$ cat src/rtl/pipeline_ctrl_pkg.sv
// Shared types and constants for the pipeline sequencer.
// Latency: n/a (declarations only).
// Backpressure: n/a.
package pipe_ctrl_pkg;

  // Sequencer modes: normal flow, draining after a halt, fully stopped.
  typedef enum logic [1:0] {
    RUN    = 2'd0,
    DRAIN  = 2'd1,
    HALTED = 2'd2
  } ctrl_state_t;

  // Default latch positions for the classic 5-stage MIPS pipe.
  localparam int FD_IDX = 0;
  localparam int DE_IDX = 1;
  localparam int EM_IDX = 2;
  localparam int MW_IDX = 3;

  // Width needed for a down-counter that starts at n.
  function automatic int cnt_width(input int n);
    return $clog2(n + 1);
  endfunction

endpackage

$ cat src/rtl/pipeline_ctrl_if.sv
// Hazard inputs from the datapath and per-latch controls back to it.
// Latency: n/a (wiring only).
// Backpressure: ihit/dhit are the only stall sources; controls carry no handshake.
interface pipeline_ctrl_if #(
  parameter int NLATCH = 4,
  parameter int REGW   = 5,
  parameter int STALLW = 16
);
  logic              ihit;
  logic              dhit;
  logic              mem_req;
  logic              ex_is_load;
  logic [REGW-1:0]   ex_wsel;
  logic [REGW-1:0]   id_rs;
  logic [REGW-1:0]   id_rt;
  logic              id_uses_rt;
  logic              branch_taken;
  logic              halt_dec;
  logic [NLATCH-1:0] stage_en;
  logic [NLATCH-1:0] stage_flush;
  logic              pc_en;
  logic [NLATCH-1:0] valid;
  logic              halt_out;
  logic [STALLW-1:0] stall_cnt;

  // Datapath side: reports hazards, consumes latch controls.
  modport master (
    output ihit, dhit, mem_req, ex_is_load, ex_wsel, id_rs, id_rt,
           id_uses_rt, branch_taken, halt_dec,
    input  stage_en, stage_flush, pc_en, valid, halt_out, stall_cnt
  );

  // Sequencer side.
  modport slave (
    input  ihit, dhit, mem_req, ex_is_load, ex_wsel, id_rs, id_rt,
           id_uses_rt, branch_taken, halt_dec,
    output stage_en, stage_flush, pc_en, valid, halt_out, stall_cnt
  );
endinterface

$ cat src/rtl/pipeline_ctrl_hazard_detect.sv
// Load-use hazard: a load in EX writes a register the ID instruction reads.
// Latency: combinational.
// Backpressure: none; result feeds the sequencer priority logic.
module hazard_detect #(
  parameter int REGW = 5
) (
  input  logic            ex_vld,
  input  logic            id_vld,
  input  logic            ex_is_load,
  input  logic [REGW-1:0] ex_wsel,
  input  logic [REGW-1:0] id_rs,
  input  logic [REGW-1:0] id_rt,
  input  logic            id_uses_rt,
  output logic            load_use
);

  // $0 is never a real dependency; rt only matters when ID actually reads it.
  assign load_use = ex_vld & id_vld & ex_is_load & (ex_wsel != '0) &
                    ((ex_wsel == id_rs) | (id_uses_rt & (ex_wsel == id_rt)));

endmodule

$ cat src/rtl/pipeline_ctrl.sv
// Per-latch enable/flush, PC enable, valid tracking, halt drain and stall counter.
// Latency: enables/flushes/pc_en combinational; valid, halt_out, stall_cnt registered.
// Backpressure: a pending data access freezes the whole pipe; fetch miss bubbles ID.
module pipeline_ctrl
  import pipe_ctrl_pkg::*;
#(
  parameter int NLATCH  = 4,
  parameter int EX_IDX  = DE_IDX,
  parameter int MEM_IDX = EM_IDX,
  parameter int REGW    = 5,
  parameter int STALLW  = 16
) (
  input logic           CLK,
  input logic           RST,
  pipeline_ctrl_if.slave bus
);

  localparam int CNTW = cnt_width(NLATCH);
  localparam logic [NLATCH-1:0] ALL   = '1;
  localparam logic [NLATCH-1:0] ONE   = NLATCH'(1);
  localparam logic [NLATCH-1:0] LU_EN = ALL << EX_IDX;
  localparam logic [NLATCH-1:0] LU_FL = ONE << EX_IDX;
  localparam logic [NLATCH-1:0] BR_FL = NLATCH'(3);

  ctrl_state_t       state, state_nxt;
  logic [CNTW-1:0]   cnt, cnt_nxt;
  logic [NLATCH-1:0] valid_q, en, fl, vin;
  logic              pc;
  logic              halt_q;
  logic [STALLW-1:0] stall_q;
  logic              mem_wait, br, load_use, halt_go;

  assign mem_wait = valid_q[MEM_IDX] & bus.mem_req & ~bus.dhit;
  assign br       = valid_q[EX_IDX] & bus.branch_taken;

  hazard_detect #(.REGW(REGW)) u_hazard (
    .ex_vld     (valid_q[EX_IDX]),
    .id_vld     (valid_q[FD_IDX]),
    .ex_is_load (bus.ex_is_load),
    .ex_wsel    (bus.ex_wsel),
    .id_rs      (bus.id_rs),
    .id_rt      (bus.id_rt),
    .id_uses_rt (bus.id_uses_rt),
    .load_use   (load_use)
  );

  // A halt only commits when ID actually advances this cycle.
  assign halt_go = bus.halt_dec & valid_q[FD_IDX] & ~mem_wait & ~br & ~load_use;

  // Latch 0 only picks up a real instruction while still fetching.
  assign vin = {valid_q[NLATCH-2:0], bus.ihit & (state == RUN)};

  // Priority-encoded latch controls and halt FSM next state.
  always_comb begin
    en        = '0;
    fl        = '0;
    pc        = 1'b0;
    state_nxt = state;
    cnt_nxt   = cnt;
    if (RST) begin
      fl = ALL;
    end else begin
      case (state)
        RUN: begin
          if (mem_wait) begin
            en = '0;
          end else if (br) begin
            en = ALL;
            fl = BR_FL;
            pc = 1'b1;
          end else if (load_use) begin
            en = LU_EN;
            fl = LU_FL;
          end else if (!bus.ihit) begin
            en = ALL;
            fl = ONE;
          end else begin
            en = ALL;
            pc = 1'b1;
          end
          if (halt_go) begin
            state_nxt = DRAIN;
            cnt_nxt   = CNTW'(NLATCH);
          end
        end
        DRAIN: begin
          if (!mem_wait) begin
            en      = ALL;
            fl      = ONE;
            cnt_nxt = cnt - CNTW'(1);
            if (cnt == CNTW'(1)) state_nxt = HALTED;
          end
        end
        HALTED: begin
          en = '0;
        end
        default: state_nxt = RUN;
      endcase
    end
  end

  // State, drain counter and sticky halt flag.
  always_ff @(posedge CLK or posedge RST) begin
    if (RST) begin
      state  <= RUN;
      cnt    <= '0;
      halt_q <= 1'b0;
    end else begin
      state  <= state_nxt;
      cnt    <= cnt_nxt;
      halt_q <= (state_nxt == HALTED);
    end
  end

  // Valid bits follow their latch: flush clears, enable shifts, else hold.
  always_ff @(posedge CLK or posedge RST) begin
    if (RST) valid_q <= '0;
    else     valid_q <= ((valid_q & ~en) | (vin & en)) & ~fl;
  end

  // Saturating count of RUN cycles where the PC did not advance.
  always_ff @(posedge CLK or posedge RST) begin
    if (RST)                                          stall_q <= '0;
    else if (state == RUN && !pc && stall_q != '1)    stall_q <= stall_q + STALLW'(1);
  end

  assign bus.stage_en    = en;
  assign bus.stage_flush = fl;
  assign bus.pc_en       = pc;
  assign bus.valid       = valid_q;
  assign bus.halt_out    = halt_q;
  assign bus.stall_cnt   = stall_q;

endmodule

$ cat src/flat_wrapper.sv
// flat-port wrapper written by rule: the top's interface ports become plain ports
module pipeline_ctrl_flat import pipe_ctrl_pkg::*;
#(
  parameter int NLATCH  = 4,
  parameter int EX_IDX  = DE_IDX,
  parameter int MEM_IDX = EM_IDX,
  parameter int REGW    = 5,
  parameter int STALLW  = 16
)
  (CLK, RST, bus_ihit, bus_dhit, bus_mem_req, bus_ex_is_load, bus_ex_wsel, bus_id_rs, bus_id_rt, bus_id_uses_rt, bus_branch_taken, bus_halt_dec, bus_stage_en, bus_stage_flush, bus_pc_en, bus_valid, bus_halt_out, bus_stall_cnt);
  pipeline_ctrl_if #(.NLATCH(NLATCH), .REGW(REGW), .STALLW(STALLW)) bus_i ();
  input logic CLK;
  input logic RST;
  input wire logic [$bits(bus_i.ihit)-1:0] bus_ihit;
  input wire logic [$bits(bus_i.dhit)-1:0] bus_dhit;
  input wire logic [$bits(bus_i.mem_req)-1:0] bus_mem_req;
  input wire logic [$bits(bus_i.ex_is_load)-1:0] bus_ex_is_load;
  input wire logic [$bits(bus_i.ex_wsel)-1:0] bus_ex_wsel;
  input wire logic [$bits(bus_i.id_rs)-1:0] bus_id_rs;
  input wire logic [$bits(bus_i.id_rt)-1:0] bus_id_rt;
  input wire logic [$bits(bus_i.id_uses_rt)-1:0] bus_id_uses_rt;
  input wire logic [$bits(bus_i.branch_taken)-1:0] bus_branch_taken;
  input wire logic [$bits(bus_i.halt_dec)-1:0] bus_halt_dec;
  output wire logic [$bits(bus_i.stage_en)-1:0] bus_stage_en;
  output wire logic [$bits(bus_i.stage_flush)-1:0] bus_stage_flush;
  output wire logic [$bits(bus_i.pc_en)-1:0] bus_pc_en;
  output wire logic [$bits(bus_i.valid)-1:0] bus_valid;
  output wire logic [$bits(bus_i.halt_out)-1:0] bus_halt_out;
  output wire logic [$bits(bus_i.stall_cnt)-1:0] bus_stall_cnt;
  assign bus_i.ihit = bus_ihit;
  assign bus_i.dhit = bus_dhit;
  assign bus_i.mem_req = bus_mem_req;
  assign bus_i.ex_is_load = bus_ex_is_load;
  assign bus_i.ex_wsel = bus_ex_wsel;
  assign bus_i.id_rs = bus_id_rs;
  assign bus_i.id_rt = bus_id_rt;
  assign bus_i.id_uses_rt = bus_id_uses_rt;
  assign bus_i.branch_taken = bus_branch_taken;
  assign bus_i.halt_dec = bus_halt_dec;
  assign bus_stage_en = bus_i.stage_en;
  assign bus_stage_flush = bus_i.stage_flush;
  assign bus_pc_en = bus_i.pc_en;
  assign bus_valid = bus_i.valid;
  assign bus_halt_out = bus_i.halt_out;
  assign bus_stall_cnt = bus_i.stall_cnt;
  pipeline_ctrl #(.NLATCH(NLATCH), .EX_IDX(EX_IDX), .MEM_IDX(MEM_IDX), .REGW(REGW), .STALLW(STALLW)) u_core (.CLK(CLK), .RST(RST), .bus(bus_i));
endmodule
$ cat config.mk
export PLATFORM = sky130hd
export DESIGN_NAME = pipeline_ctrl_flat
export DESIGN_NICKNAME = d
export VERILOG_FILES = /design/src/rtl/pipeline_ctrl_pkg.sv /design/src/rtl/pipeline_ctrl_if.sv /design/src/rtl/pipeline_ctrl_hazard_detect.sv /design/src/rtl/pipeline_ctrl.sv /design/src/flat_wrapper.sv
export SDC_FILE = /design/constraint.sdc
export NUM_CORES = 1
export LEC_CHECK = 0
export BUFFER_PORTS_ARGS = -buffer_cell sky130_fd_sc_hd__buf_2
export CAP_MARGIN = 20
export CORE_ASPECT_RATIO = 1.5
export CORE_MARGIN = 2
export CORE_UTILIZATION = 38
export DETAILED_ROUTE_END_ITERATION = 10
export PLACE_DENSITY = 0.69
export SLEW_MARGIN = 10
export SYNTH_ARGS = -nofsm -noshare
export SYNTH_HDL_FRONTEND = slang
export SYNTH_SLANG_ARGS = --single-unit
export TNS_END_PERCENT = 50
$ cat constraint.sdc
create_clock -name CLK -period 6.4 [get_ports CLK]
set_clock_uncertainty 0.1 [all_clocks]
set_input_delay 1.28 -clock CLK [delete_from_list [all_inputs] [get_ports CLK]]
set_output_delay 1.28 -clock CLK [all_outputs]
set_load 0.005 [all_outputs]
* After elaboration in Yosys (flattened, before gate mapping)
Cells that the tools add are included.
Storage, ports and cells: register bits after elaboration 26, output and inout bits 30
Cells by class: multiplexer cells 27, add/sub/neg operators 2, equality and inequality tests 9, bitwise operators 25, reductions and logical operators 7
Operator list (number):
- $mux 4 | 8
- $add 16x1->16 const B | 1
- $ne 16x16->1 const B | 1
- $pmux 4 s2 | 2
- $and 1x1->1 | 13
- $and 4x4->4 | 3
- $eq 5x5->1 | 2
- $mux 1 | 9
- $mux 2 | 4
- $not 4->4 | 2
- $mux 3 | 2
- $pmux 2 s3 | 1
- $pmux 3 s2 | 1
- $not 1->1 | 5
- $reduce_bool 5->1 | 1
- $eq 2x2->1 const B | 2
- $or 4x4->4 | 1
- $reduce_and 4->1 | 1
- $eq 3x1->1 const B | 1
- $sub 3x1->3 const B | 1
- $eq 2x1->1 const B | 1
- $logic_and 1x1->1 | 2
- $logic_not 2->1 | 1
- $ne 2x1->1 const B | 1
- other kinds (4) | 4

* Longest topological paths before layout
depth after elaboration 13, gate-level depth with buffers 8, mapped depth without buffers 7

* By module
Synthesis repeated with hierarchy kept, for this count alone.
Second synthesis, totals: cell total of the unflattened synthesis 153, area, all modules 1508.9 µm²
By module, submodules not included:
- pipeline_ctrl | cells an instance 136, area each 1378.8 µm², sequential area each 650.6 µm², times used 1
- hazard_detect | cells an instance 17, area each 130.1 µm², sequential area each 0.0 µm², times used 1

* Worst setup path after synthesis
OpenSTA, ideal clock, no wires.
path kind in2out, start input port bus_ex_wsel[1], end output port bus_stage_flush[1], buffers on the path 0, data required time 5.020 ns, path slack 2.408 ns, cell stages on the path 6, arrival 2.612 ns, cell sequence or4_1 o21ai_1 and2b_1 a21oi_1 nor3_1 or2_2
On the way: longest elaborated chain between the ends 9
Ends and longest elaborated chain:
- start: declaration | line flat_wrapper.sv:18 | input wire logic [$bits(bus_i.ex_wsel)-1:0] bus_ex_wsel;
- $eq 5x5->1 | line pipeline_ctrl_hazard_detect.sv:19 | ((ex_wsel == id_rs) | (id_uses_rt & (ex_wsel == id_rt)));
- $and 1x1->1 | line pipeline_ctrl_hazard_detect.sv:19
- $or 1x1->1 | line pipeline_ctrl_hazard_detect.sv:19
- $and 1x1->1 (*) | line pipeline_ctrl_hazard_detect.sv:18 | assign load_use = ex_vld & id_vld & ex_is_load & (ex_wsel != '0) &
- $mux 4 (*) | line pipeline_ctrl.sv:71 | end else if (load_use) begin
- $mux 4 (*) | line pipeline_ctrl.sv:67 | end else if (br) begin
- $mux 4 (*) | line pipeline_ctrl.sv:65 | if (mem_wait) begin
- $pmux 4 s2 (*) | line pipeline_ctrl.sv:63 | case (state)
- $mux 4 (*) | line pipeline_ctrl.sv:60 | if (RST) begin
- end: declaration | line flat_wrapper.sv:25 | output wire logic [$bits(bus_i.stage_flush)-1:0] bus_stage_flush;
Mark *: on every way between the ends. The rest lies on a longest branch, timed or not.

* Final worst setup path
Ends and elaborated chain as after synthesis.

==> results.py <==
metrics = {
    "run_status": {
        "status": "complete, no violations",
    },
    "sta": {
        "setup_tns_ns": 0,
        "hold_viol": 0,
        "hold_slack_ns": 0.3910,
        "post-route-period-util_pct": 67.33,
        "fin_ws_ns": 2.091,
        "fin_crit_ns": 4.309,
        "drv_slew": 0,
        "setup_viol": 0,
        "fmax_mhz": 232.1,
        "rsz0062_at_grt": "no",
        "relSlewSlack_pct": 63.77,
        "worstMarginPinSlew_ns": 0.5429,
    },
    "placed_design": {
        "io_buffers": 53,
        "place_hpwl_mm": 2.601,
        "placed_area_sq_um": 1733,
        "place_inst": 237,
        "dp_slack_ns": 2.100,
        "globalplace.congestion": 0.7437,
    },
    "routing": {
        "wl_per_cell_um": 13.82,
        "drt_iter0_markers": 18,
        "post-route-drc-count": 0,
        "first_pass_iters": 4,
        "wl_mm": 3.316,
        "vias": 1281,
        "ant_nets": 0,
        "viasPerCell": 5.338,
    },
    "clocking": {
        "cts_resized": 0,
        "cts.sink_count": 26,
        "clock_latency_ns": 0.27,
        "postCtsSetupBuffers": 0,
        "numCtsBuffers": 3,
        "cts_root_buffer": "clkbuf_8",
        "cts_tree": "built",
        "postCtsHoldBufs": 0,
        "clock_path_buffers": 2,
        "h-tree-depth": 1,
        "cts.clk_slew.worst_paths_ns": 0.09,
    },
    "critical_path": {
        "crit_path_start_kind": "primary input",
        "crit_path_max_fanout": 5,
        "end_kind": "output pin",
        "worstPathRequired_ns": 5.02,
        "worstSetupPathType": "in2out",
        "arrival_ns": 2.93,
    },
    "power": {
        "p_leak_nw": 0.8845,
        "p_per_area_nw_per_um2": 158.0,
        "power_mw": 0.2803,
        "peakVddDrop_v": 0.0001175,
    },
    "floorplanning": {
        "initial_core_util_pct": 39.76,
        "die-area_sq_um": 4414,
        "io_pins": 54,
        "die_x_um": 54.92,
        "rows": 27,
        "die_height_um": 80.38,
        "core_area_sq_um": 3716,
    },
    "global_route": {
        "grt_pass1_vias": 1237,
        "grt_max_degree": 30,
        "antenna_found_initial": 0,
        "grt-ovfl-total": 0,
        "grt_pass1_wl_mm": 5.244,
        "grt.total_usage_pct": 16.00,
    },
    "yosys": {
        "synthCells": 151,
        "avgSynthCellArea_sq_um": 9.786,
        "ys_ff_latch": 26,
        "syn_nets": 178,
        "synth_cell_type_count": 33,
        "ys_seq_area_share_pct": 44.03,
        "synth.cell_area_sq_um": 1478,
        "ys_warn_count": 0,
    },
    "cells_and_area": {
        "nets": 226,
        "drive_above_1_share_pct": 31.98,
        "syn2layout_area_growth_pct": 20.07,
        "instances_no_fill": 240,
        "fin_area_sq_um": 1774,
        "final_util_pct": 47.74,
        "n_antenna_cell": 0,
    },
    "flow_run": {
        "maxCapViolCount": 0,
    },
    "min_path": {
        "hold_class": "reg2reg",
    },
}
==> Yosys cell counts (all sizes together) <==
library cell,instances,share of area (%)
dfrtp,26,44
xnor2,24,14
nand2,16,4.1
nand4,15,6.4
buf,7,3.8
inv,6,1.5
nor2,6,1.7
o21ai,6,2.0
a21oi,5,1.7
and3,4,1.7
clkbuf,4,1.0
and2,3,1.3
ha,3,2.5
nand3,3,1.0
nor3,3,1.0
mux2i,2,1.4
nor2b,2,0.85
o221a,2,1.5
o22ai,2,0.85
or2,2,0.85
a2111oi,1,1.9
a21o,1,0.51
a22oi,1,0.51
a2bb2oi,1,0.59
and2b,1,0.51
nand3b,1,0.51
o21a,1,0.51
o31ai,1,0.51
or4,1,0.51
xor2,1,0.59
==> kinds of logic after synthesis <==
group / count (synthesis) / synth area share, %
buf+inv: 17 / 6.350
mux: 2 / 1.355
compound gates: 21 / 10.58
flops: 26 / 44.03
simple gates: 57 / 20.32
xor+xnor: 25 / 14.82
fa+ha+maj: 3 / 2.540
==> cells in the final DEF (no fill, tap or decap), types with 2 or more instances in the layout <==
cell	Yosys	final
ha_1	3	3
and3_1	4	4
or2_2	2	2
nand3_1	3	3
o221a_2	2	2
mux2i_1	2	2
a21oi_1	5	5
nand2_1	16	16
nor2_1	5	5
nor2b_1	2	2
xnor2_1	24	24
nor3_1	3	3
clkbuf_8	0	3
dfrtp_1	26	26
nand4_1	15	15
inv_1	6	6
buf_2	0	53
o22ai_1	2	2
and2_1	3	3
o21ai_0	5	5
==> worst max-delay path, cell delays in order <==
cell and delay [ns]:
buf_2 0.12, or4_1 0.52, o21ai_1 0.16, and2b_1 0.24, a21oi_1 0.12, nor3_1 0.07, or2_2 0.28, buf_2 0.13
==> per-layer routing <==
metal / wire [um] / up-vias / GRT usage [%] / share of wire, %
li1: - / 613 / - / -
met1: 1303 / 623 / 17.88 / 39
met2: 1746 / 45 / 30.00 / 53
met3: 267 / 0 / 2.602 / 8.1
met4: 0 / 0 / 3.659 / 0
met5: 0 / - / 0 / 0
==> final timing paths <==
kind	startpoint	end	slack, ns	cells after the start
min in group asynchronous	RST	u_core.bus.valid[0]$_DFF_PP0_	1.06	3
max in group asynchronous	RST	u_core.cnt[0]$_DFFE_PP0P_	4.88	3
setup reg to reg	u_core.bus.stall_cnt[5]$_DFFE_PP0P_	u_core.bus.stall_cnt[15]$_DFFE_PP0P_	4.20	7
hold / removal	u_core.bus.stall_cnt[9]$_DFFE_PP0P_	u_core.bus.stall_cnt[9]$_DFFE_PP0P_	0.39	1
hold reg to reg	u_core.bus.stall_cnt[9]$_DFFE_PP0P_	u_core.bus.stall_cnt[9]$_DFFE_PP0P_	0.39	1
setup / recovery	bus_ex_wsel[1]	bus_stage_flush[1]	2.09	8
==> final cells by class <==
| type | instances | area, sq um |
|---|---|---|
| inverters | 6 | 22.52 |
| well taps | 43 | 53.80 |
| fillers | 376 | 1942 |
| multi-input cells | 108 | 733.2 |
| flip-flops and latches | 26 | 650.6 |
| clock buffers | 3 | 41.29 |
| repair buffers | 54 | 272.8 |
==> where the power goes <==
part           total, mW  switching (mW)  leakage, nW  internal [mW]
Sequential         0.164               0        0.337          0.164
Combinational     0.0239          0.0122        0.526         0.0117
Clock             0.0923          0.0501       0.0216         0.0422
==> registers in the layout (all words and copies together), names as in the netlist <==
signal / count
u_core.bus.valid: 4
u_core.state: 2
u_core.bus.stall_cnt: 16
u_core.bus.halt_out: 1
u_core.cnt: 3
(Power assumes the default switching activity.)
